$ cat src/rtl/pipe_stage_reg.sv
// Parametrised pipeline stage register: DEPTH stages of {valid, ctrl, data}.
// Supports stall, flush (bubble into stage 0), kill (clear all) and counts bubbles.
module pipe_stage_reg #(
    parameter int CTRL_W     = 8,
    parameter int DATA_W     = 111,
    parameter int DEPTH      = 1,
    parameter int CLEAR_DATA = 1,
    parameter int CNT_W      = 16
) (
    input  logic                         clk,
    input  logic                         rst_n,
    input  logic                         stall_i,
    input  logic                         flush_i,
    input  logic                         kill_i,
    input  logic                         valid_d,
    input  logic [CTRL_W-1:0]            ctrl_d,
    input  logic [DATA_W-1:0]            data_d,
    output logic                         valid_e,
    output logic [CTRL_W-1:0]            ctrl_e,
    output logic [DATA_W-1:0]            data_e,
    output logic [$clog2(DEPTH+1)-1:0]   occ_o,
    output logic [CNT_W-1:0]             bubble_cnt_o
);

    localparam int OCC_W = $clog2(DEPTH + 1);

    logic [DEPTH-1:0]  vld;
    logic [CTRL_W-1:0] ctl [DEPTH];
    logic [DATA_W-1:0] dat [DEPTH];
    logic [CNT_W-1:0]  bubble_cnt;

    always_ff @(posedge clk) begin
        if (!rst_n) begin
            for (int unsigned i = 0; i < DEPTH; i++) begin
                vld[i] <= 1'b0;
                ctl[i] <= '0;
                dat[i] <= '0;
            end
            bubble_cnt <= '0;
        end else begin
            if (kill_i) begin
                for (int unsigned i = 0; i < DEPTH; i++) begin
                    vld[i] <= 1'b0;
                    ctl[i] <= '0;
                    if (CLEAR_DATA != 0) dat[i] <= '0;
                end
            end else begin
                // Flush overrides stall for stage 0 only; later stages follow stall.
                if (flush_i) begin
                    vld[0] <= 1'b0;
                    ctl[0] <= '0;
                    dat[0] <= (CLEAR_DATA != 0) ? '0 : data_d;
                end else if (!stall_i) begin
                    vld[0] <= valid_d;
                    ctl[0] <= valid_d ? ctrl_d : '0;
                    dat[0] <= data_d;
                end
                if (!stall_i) begin
                    for (int unsigned i = 1; i < DEPTH; i++) begin
                        vld[i] <= vld[i-1];
                        ctl[i] <= ctl[i-1];
                        dat[i] <= dat[i-1];
                    end
                end
            end
            if ((flush_i || kill_i) && (bubble_cnt != '1)) begin
                bubble_cnt <= bubble_cnt + 1'b1;
            end
        end
    end

    assign valid_e      = vld[DEPTH-1];
    assign ctrl_e       = ctl[DEPTH-1];
    assign data_e       = dat[DEPTH-1];
    assign occ_o        = OCC_W'($countones(vld));
    assign bubble_cnt_o = bubble_cnt;

endmodule
$ cat config.mk
export PLATFORM = sky130hd
export DESIGN_NAME = pipe_stage_reg
export DESIGN_NICKNAME = d
export VERILOG_FILES = /design/src/rtl/pipe_stage_reg.sv
export SDC_FILE = /design/constraint.sdc
export NUM_CORES = 1
export LEC_CHECK = 0
export ABC_AREA = 0
export BUFFER_PORTS_ARGS = -buffer_cell sky130_fd_sc_hd__buf_2
export CORE_MARGIN = 2
export CORE_UTILIZATION = 41
export DETAILED_ROUTE_END_ITERATION = 16
export PLACE_DENSITY_LB_ADDON = 0.25
export REMOVE_ABC_BUFFERS = 1
export SLEW_MARGIN = 20
export SYNTH_ARGS = -nofsm -noshare
export SYNTH_HDL_FRONTEND = slang
export SYNTH_SLANG_ARGS = --single-unit
export TNS_END_PERCENT = 1
$ cat constraint.sdc
create_clock -name clk -period 4.95 [get_ports clk]
set_clock_uncertainty 0.15 [all_clocks]
set_input_delay 0.2475 -clock clk [delete_from_list [all_inputs] [get_ports clk]]
set_output_delay 0.2475 -clock clk [all_outputs]
set_load 0.1 [all_outputs]
==> out/metrics.yaml <==
cells_and_area:
  drive_gt1_frac: 0.393
  seq_area_um2: 3910
  final_common_cell: "buf_2"
  multi_input_comb_area_um2: 1270
  fillers: 861
  antenna_cells: 0
  final_cell_mix: "buf_2 (261), edfxtp_1 (119), dlygate4sd3_1 (119)"
  nets: 866
  final_cell_area_um2: 8490
  areaGrowthSynthToFinish_pct: 61.8
  instances_no_fill: 925
floorplan:
  std_cell_rows: 41
  die_y_um: 117
  coreArea_um2: 12600
  start_util: 0.418
  die-width_um: 117
  io_pins: 262
  die_area_um2: 13700
placement:
  io_buffers: 261
  pre_cts_ws_ps: 2220
  dpl-instance-area_um2: 6740
  dp_cells: 774
  gp_congestion: 0.816
  hpwl_um: 9110
clock_tree:
  clock_sinks: 136
  cts_inserted_buffers: 17
  cts_root_buf: "clkbuf_16"
  cts_resized: 0
  htree_levels: 4
  tritoncts: "built"
  clk_path_buf_depth: 2
  clock_latency_ps: 420
  postCtsHoldBufs: 119
  clk_pin_slew_worst_paths_ps: 50
  postCtsSetupBuffers: 0
sta:
  drv_slew: 0
  final_hold_viol_count: 0
  fin_crit_ps: 2530
  slew_headroom: 0.332
  rsz0062_at_grt: "false"
  tightestPinTransition_ps: 1000
  setup_slack_ps: 2420
  max_freq_ghz: 0.395
  setup-violations-final: 0
  period_share: 0.511
worst_setup_path:
  r2r-end: "bubble_cnt_o[15]"
  crit_fanout: 71
  cp-end-kind: "flop"
  start_kind: "input pin"
  crit-reg2reg-launch: "bubble_cnt_o[2]"
  crit_arrival_ps: 2420
  reg2reg_slack_ps: 3020
  r2r_cells: 4
  crit_required_ps: 4840
  crit_type: "input pin to flop"
synth:
  synth_edf_count: 119
  ys_ff_latch: 136
  syn_inst: 355
  async_reset_ff_frac: 0
  ys_seq_area_frac: 0.746
  synth_area_per_cell_um2: 14.8
  synth_area_um2: 5250
  ys_types: 33
  yosysWarnings: 0
  synth_ff_type: "edfxtp_1"
power_and_ir_drop:
  sw_frac_of_total: 0.283
  power_frac_clock: 0.395
  p_per_area_nw_per_um2: 354
  comb_power_share: 0.174
  power.switching_mw: 0.852
  p_seq_frac: 0.431
  peakVddDrop_mv: 0.162
  p_int_mw: 2.15
  power.leakage_nw: 4.11
global_route:
  grt.overflow.total: 0
  use_met1: 0.228
  gr-usage-met3: 0.0675
  antenna_found_initial: 0
  grt_pass1_vias: 4257
  grt-busiest-layer: "met2"
  grt_util_all_layers: 0.211
  grt_util_met2: 0.370
  grt_pass1_wl_um: 21400
  grt_max_degree: 121
hold_path:
  hold_path_class: "input pin to flop"
  whs_path_depth: 3
  hold_path_end: "occ_o"
  hp-start: "valid_d"
route:
  dr.first_iter.drc_count: 289
  wl_um: 15100
  route.detailed.drc: 0
  avgRoutedWirePerCell_um: 16.3
  num_vias: 4339
  via_per_inst: 4.69
  antenna_left: 0
  dr.pass1.iters: 4
job:
  maxCapViolations: 0
outcome:
  status: "finished, final reports clean"
-- critical path, stage by stage --
cell           delay (ps)
dlygate4sd3_1         530
buf_2                 180
nand3_4               730
buf_4                 650
-- worst max-delay path by stage --
stage                       start  cells past startpoint          to
after floorplan           flush_i                      2   ctl[0][0]
after global placement    flush_i                      4  dat[0][81]
after detailed placement  flush_i                      5       occ_o
after CTS                   rst_n                      5       occ_o
after global routing        rst_n                      5       occ_o
final                       rst_n                      4  dat[0][94]
-- cell families (layout without fill, tap and decap cells) --
group	count (synthesis)	count (layout)	share of synthesized area
DFF	136	136	0.746
muxes	1	1	0.00191
xor gates and xnor gates	1	1	0.00167
and+or+nand+nor	162	162	0.191
AOI/OAI and AO/OA	33	33	0.0408
adders and majority gates	1	1	0.00238
buffers and inverters	21	419	0.0162
-- synthesized netlist by cell type (5+ instances only) --
cell,instances,area share
inv_1,5,0.0036
nand2_1,8,0.0057
o21ai_0,12,0.011
nand3_1,7,0.0067
dfxtp_1,17,0.065
nand4_1,5,0.0060
edfxtp_1,119,0.68
and2_1,111,0.13
and3_1,11,0.013
clkbuf_1,13,0.0093
nor2_1,6,0.0043
or3_1,6,0.0072
a21oi_1,10,0.0095
-- power by group through the flow --
stage               clock network (mW)  registers (mW)  logic, mW
global placement                     0            1.32      0.443
global route                      1.25            1.30      0.540
detailed placement                   0            1.32      0.443
finish                            1.19            1.30      0.522
CTS                               1.21            1.30      0.519
floorplan                            0            1.64     0.0264
-- registers in the layout, indices dropped and copies added (netlist names) --
| name | flops |
|---|---|
| ctl | 8 |
| occ_o | 1 |
| bubble_cnt_o | 16 |
| dat | 111 |
-- layout make-up --
| type | instances | share of cell area |
|---|---|---|
| clock buffers | 26 | 0.0626 |
| clock inverters | 6 | 0.00383 |
| inverters | 5 | 0.00221 |
| multi-input cells | 198 | 0.149 |
| flip-flops and latches | 136 | 0.461 |
| well taps | 172 | 0.0253 |
| repair buffers | 382 | 0.296 |
-- layer usage --
metal	wire length, um	up-vias
li1	-	2053
met1	5650	2043
met2	7800	200
met3	1150	43
met4	505	0
met5	0	-
-- per-stage QoR --
stage,power (mW),TNS [ps],utilization,hold WS [ps]
floorplan,1.66,-184280,-,206
global placement,1.76,0,0.536,342
global route,3.09,0,0.676,15.2
finish,3.01,0,0.676,18.2
detailed placement,1.76,0,0.536,365
CTS,3.02,0,0.676,2.33
(Power assumes the default switching activity.)
